===== config.mk =====
export PLATFORM = sky130hd
export DESIGN_NAME = indexed_queue
export DESIGN_NICKNAME = d
export VERILOG_FILES = /design/src/rtl/indexed_queue_pkg.sv /design/src/rtl/indexed_queue_slot.sv /design/src/rtl/indexed_queue.sv
export SDC_FILE = /design/constraint.sdc
export NUM_CORES = 1
export LEC_CHECK = 0
export BUFFER_PORTS_ARGS = -buffer_cell sky130_fd_sc_hd__buf_2
export CAP_MARGIN = 20
export CORE_MARGIN = 2
export CORE_UTILIZATION = 50
export CTS_CLUSTER_SIZE = 10
export DETAILED_ROUTE_END_ITERATION = 8
export GPL_ROUTABILITY_DRIVEN = 0
export GPL_TIMING_DRIVEN = 0
export PLACE_DENSITY = 0.77
export RECOVER_POWER = 25
export SYNTH_ARGS = -nofsm -noshare
export SYNTH_HDL_FRONTEND = slang
export SYNTH_SLANG_ARGS = --single-unit

===== constraint.sdc =====
create_clock -name clk -period 3.5 [get_ports clk]
set_clock_uncertainty 0.05 [all_clocks]
set_input_delay 0.525 -clock clk [delete_from_list [all_inputs] [get_ports clk]]
set_output_delay 0.525 -clock clk [all_outputs]
set_load 0.03 [all_outputs]

===== src/rtl/indexed_queue_pkg.sv =====
// Shared types and width helpers for indexed_queue: the per-cycle accepted-operation
// decode and the derived index/count widths.
package indexed_queue_pkg;

  typedef enum logic [1:0] {
    OP_IDLE,
    OP_ADD,
    OP_REM,
    OP_BOTH
  } op_e;

  function automatic int idx_width(input int depth);
    return (depth > 1) ? $clog2(depth) : 1;
  endfunction

  function automatic int cnt_width(input int depth);
    return (depth > 0) ? $clog2(depth + 1) : 1;
  endfunction

endpackage


===== src/rtl/indexed_queue_slot.sv =====
// One storage entry of indexed_queue: holds, shifts down from its upper neighbour
// during compaction, or loads the appended data.
module indexed_queue_slot
  import indexed_queue_pkg::*;
#(
  parameter int WIDTH = 10,
  parameter int CNT_W = 3,
  parameter int SLOT  = 0
) (
  input  logic             clk,
  input  logic             reset,
  input  op_e              op,
  input  logic [CNT_W-1:0] count,
  input  logic [CNT_W-1:0] rem_idx,
  input  logic [WIDTH-1:0] in,
  input  logic [WIDTH-1:0] upper,
  output logic [WIDTH-1:0] q
);

  localparam logic [CNT_W-1:0] SLOT_C = CNT_W'(SLOT);
  localparam logic [CNT_W-1:0] SLOT_N = CNT_W'(SLOT + 1);

  logic shift;
  logic load_in;

  // Compaction moves slots index..count-2 down; the append lands after compaction.
  always_comb begin
    shift   = 1'b0;
    load_in = 1'b0;
    case (op)
      OP_ADD:  load_in = (SLOT_C == count);
      OP_REM:  shift   = (SLOT_C >= rem_idx) && (SLOT_N < count);
      OP_BOTH: begin
        shift   = (SLOT_C >= rem_idx) && (SLOT_N < count);
        load_in = (SLOT_N == count);
      end
      default: ;
    endcase
  end

  always_ff @(posedge clk) begin
    if (reset) begin
      q <= '0;
    end else if (load_in) begin
      q <= in;
    end else if (shift) begin
      q <= upper;
    end
  end

endmodule


===== src/rtl/indexed_queue.sv =====
// Insertion-ordered buffer with random-index extraction and automatic compaction.
// Optional peek port enabled by defining INDEXED_QUEUE_PEEK_EN.
module indexed_queue
  import indexed_queue_pkg::*;
#(
  parameter  int WIDTH = 10,
  parameter  int DEPTH = 5,
  localparam int IDX_W = idx_width(DEPTH),
  localparam int CNT_W = cnt_width(DEPTH)
) (
  input  logic             clk,
  input  logic             reset,
`ifdef INDEXED_QUEUE_PEEK_EN
  input  logic [IDX_W-1:0] peek_index,
  output logic [WIDTH-1:0] peek_data,
`endif
  input  logic [WIDTH-1:0] in,
  input  logic             add,
  input  logic [IDX_W-1:0] index,
  input  logic             remove,
  output logic [WIDTH-1:0] out,
  output logic             add_finish,
  output logic             remove_finish,
  output logic             remove_error,
  output logic             full,
  output logic             empty,
  output logic [CNT_W-1:0] count
);

  localparam logic [CNT_W-1:0] DEPTH_C = CNT_W'(DEPTH);

  logic [WIDTH-1:0] q     [DEPTH];
  logic [WIDTH-1:0] upper [DEPTH];
  logic [CNT_W-1:0] rem_idx;
  logic [CNT_W-1:0] count_nxt;
  logic [WIDTH-1:0] sel_data;
  logic             rem_ok;
  logic             add_ok;
  op_e              op;

  assign rem_idx = CNT_W'(index);
  assign rem_ok  = remove && (rem_idx < count);
  assign add_ok  = add && ((count < DEPTH_C) || rem_ok);

  always_comb begin
    op        = OP_IDLE;
    count_nxt = count;
    if (add_ok && rem_ok) begin
      op = OP_BOTH;
    end else if (add_ok) begin
      op        = OP_ADD;
      count_nxt = count + 1'b1;
    end else if (rem_ok) begin
      op        = OP_REM;
      count_nxt = count - 1'b1;
    end
  end

  always_comb begin
    sel_data = '0;
    for (int i = 0; i < DEPTH; i++) begin
      if (rem_idx == CNT_W'(i)) sel_data = q[i];
    end
  end

  for (genvar g = 0; g < DEPTH; g++) begin : g_slot
    if (g == DEPTH - 1) begin : g_top
      assign upper[g] = '0;
    end else begin : g_mid
      assign upper[g] = q[g+1];
    end

    indexed_queue_slot #(
      .WIDTH (WIDTH),
      .CNT_W (CNT_W),
      .SLOT  (g)
    ) u_slot (
      .clk     (clk),
      .reset   (reset),
      .op      (op),
      .count   (count),
      .rem_idx (rem_idx),
      .in      (in),
      .upper   (upper[g]),
      .q       (q[g])
    );
  end

  // Output register stage: pulses, extracted data and occupancy flags.
  always_ff @(posedge clk) begin
    if (reset) begin
      out           <= '0;
      count         <= '0;
      full          <= 1'b0;
      empty         <= 1'b1;
      add_finish    <= 1'b0;
      remove_finish <= 1'b0;
      remove_error  <= 1'b0;
    end else begin
      add_finish    <= add_ok;
      remove_finish <= rem_ok;
      remove_error  <= remove && !rem_ok;
      if (rem_ok) out <= sel_data;
      count         <= count_nxt;
      full          <= (count_nxt == DEPTH_C);
      empty         <= (count_nxt == '0);
    end
  end

`ifdef INDEXED_QUEUE_PEEK_EN
  always_comb begin
    peek_data = '0;
    for (int i = 0; i < DEPTH; i++) begin
      if ((CNT_W'(peek_index) == CNT_W'(i)) && (CNT_W'(i) < count)) peek_data = q[i];
    end
  end
`else
  // Without the peek path, storage is observable only through out.
`endif

endmodule


==> flow_summary.toml <==
[status]
outcome = "completed"

[yosys]
avgSynthCellArea_um2 = 9.21
yosysTopAreaCell = "dfxtp_1"
yosysWarnings = 0
synthFlopType = "dfxtp_1"
synth_edf_count = 0
syn_nets = 403
yosysUniqueCellTypes = 36
synth_seq_cells = 68
synth_area_um2 = 3490
seq_area_frac_synth = 0.390
synth_commonest_cells = "dfxtp_1 (68), mux2i_1 (54), o21ai_0 (33)"
syn_inst = 379
synth_top_area_frac = 0.390
yosysMostFrequentCell = "dfxtp_1"
synthArstFlopShare = 0
synth_area_leaders = "dfxtp_1 (39%), mux2i_1 (15%), a22oi_1 (6.5%)"

[finish]
diodes = 0
syn2layout_area_growth_pct = 14.0
nets = 447
drive_gt1_frac = 0.126

[global_route]
grt_start_max_net_pins = 14
grt_pass1_vias = 2956
overflow = 0
grt_pass1_wl_um = 15600
track_usage = 0.271
grt_antenna_before_repair = 0

[detailed_routing]
ant_nets = 0
post_drt_via_cell_ratio = 6.26
first_iter_violations = 308
first_pass_iters = 5
drc = 0
num_vias = 3180
drt-wirelength-per-cell_um = 19.7
drt-total-wl_um = 10000

[timing]
setup_viol = 0
rsz0062_at_grt = "no"
slew_headroom = 0.455
fmax_mhz = 326
setup_slack_ns = 0.431
hold_violations = 0
slew_violations = 0
whs_ns = 0.387
fin_setup_tns_ns = 0
min_period_over_period = 0.877
worst_slew_pin_slew_ns = 0.801
post-route-min-period_ns = 3.07

[placed_design]
dp_hpwl_um = 6340
pre_cts_slack_ns = 0.455
portBuffers = 33

[clock_network]
cts.root.buffer_cell = "clkbuf_8"
cts.htree.levels = 3
cts_made_buffers = 9
cts_num_sinks = 68
post-cts-setup-buffer-count = 0
cts_hold_buf = 0
insertion_delay_ns = 0.36
postCtsResizedCells = 0
cts_tree = "built"
clock_path_buffers = 2
path_clk_slew_ns = 0.08

[worst_setup_path]
cpPeakStageDelay_ns = 0.71
cp-end-kind = "register"
cp.buffers_inverters = 3
cp_max_fo = 10
critical_path.slowest_cell = "mux2i_2"
crit_family = "buffers and inverters"
worstPathArrival_ns = 3.30
required_ns = 3.73
startpoint_type = "register"
path_cells = "clkbuf_1 -> inv_1 -> ha_1 -> nand2_1 -> o211ai_4 -> buf_4 -> mux2i_2 -> a22oi_1 -> nor2_1"
critPathKind = "reg -> reg"

[floorplanning]
die_h_um = 87.5
die-area_um2 = 7660
die_w_um = 87.5
fp-row-count = 30
io-pin-count = 35
core_um2 = 6760
start_util = 0.516

[power_and_ir_drop]
peakVddDrop_mv = 0.306
leakage_nw = 1.47
power.density_nw_per_um2 = 531

[min_path]
hold_path_class = "in -> reg"

[job]
cap_viol_max_count = 0
==> final cells by class <==
type                       count  area (µm²)
multi-input combinational    275        1980
tap                           80         100
fill                         609        2780
inverter                       4        15.0
clock buffer                   9         124
clock inverter                 7         123
sequential                    68        1360
buffer                        32         135
timing repair buffer          33         143
==> state kept, by name (all words and copies together), names as in the netlist <==
register / flops
add_finish: 1
remove_finish: 1
empty: 1
count: 3
out: 10
g_slot.u_slot.q: 50
remove_error: 1
full: 1
==> final timing paths <==
check                start                    end  slack (ns)  cells after the start
setup / recovery  count[2]  g_slot[4].u_slot.q[3]        0.43                      9
hold / removal      remove           remove_error        0.39                      2
hold reg to reg     out[1]                 out[1]        0.45                      2
setup reg to reg  count[2]  g_slot[4].u_slot.q[3]        0.43                      9
==> logic make-up (layout without fill, tap and decap cells) <==
| kind of cell | count (synthesis) | after routing | synth area share |
|---|---|---|---|
| AO/OA/AOI/OAI | 123 | 123 | 0.223 |
| XOR/XNOR | 3 | 3 | 0.00753 |
| multiplexers | 68 | 68 | 0.201 |
| adder cells (fa/ha/maj) | 7 | 7 | 0.0251 |
| flip-flops | 68 | 68 | 0.390 |
| buffers and inverters | 36 | 85 | 0.0430 |
| AND/OR/NAND/NOR | 74 | 74 | 0.110 |
==> worst register-to-register path: stages (launching register included) <==
cell and delay [ns]:
dfxtp_1 0.33, clkbuf_1 0.33, inv_1 0.21, ha_1 0.36, nand2_1 0.10, o211ai_4 0.31, buf_4 0.26, mux2i_2 0.71
a22oi_1 0.20, nor2_1 0.14
==> power breakdown <==
group          switching [mW]  internal (mW)  total [mW]
combinational           0.265          0.153       0.417
clock                   0.327          0.478       0.805
sequential             0.0498          0.842       0.892
total                   0.642           1.47        2.11
==> per-stage QoR <==
| stage | total power [mW] | std cells | utilization | instance area (µm²) |
|---|---|---|---|---|
| after floorplan | 1.19 | 379 | - | 3490 |
| after global placement | 1.31 | 492 | 0.556 | 3750 |
| after detailed placement | 1.32 | 492 | 0.556 | 3750 |
| after CTS | 2.10 | 508 | 0.592 | 4000 |
| after global routing | 2.19 | 508 | 0.589 | 3980 |
| final | 2.11 | 508 | 0.589 | 3980 |
==> metal layers <==
metal	vias up	global-route usage	wire, µm
met2	154	0.433	4540
met1	1521	0.354	4310
met5	-	0	0
met3	25	0.0697	896
met4	0	0.0993	250
li1	1480	-	-
==> cell usage in the layout (no fill, tap or decap), types with 3 or more instances in the layout <==
cell type and count:
o21ai_0 33, bufinv_16 3, buf_2 18, nand2_1 8
nor2b_1 13, a221oi_1 10, xnor2_1 3, clkbuf_8 9
ha_1 7, nor2_1 26, nand2b_1 14, dfxtp_1 68
a21oi_1 32, clkbuf_1 42, and2_1 3, a22oi_1 30
mux2i_1 54, o22ai_1 10, inv_1 4, buf_4 3
mux2_2 13
Note: power is estimated with default switching activity, not from simulation.
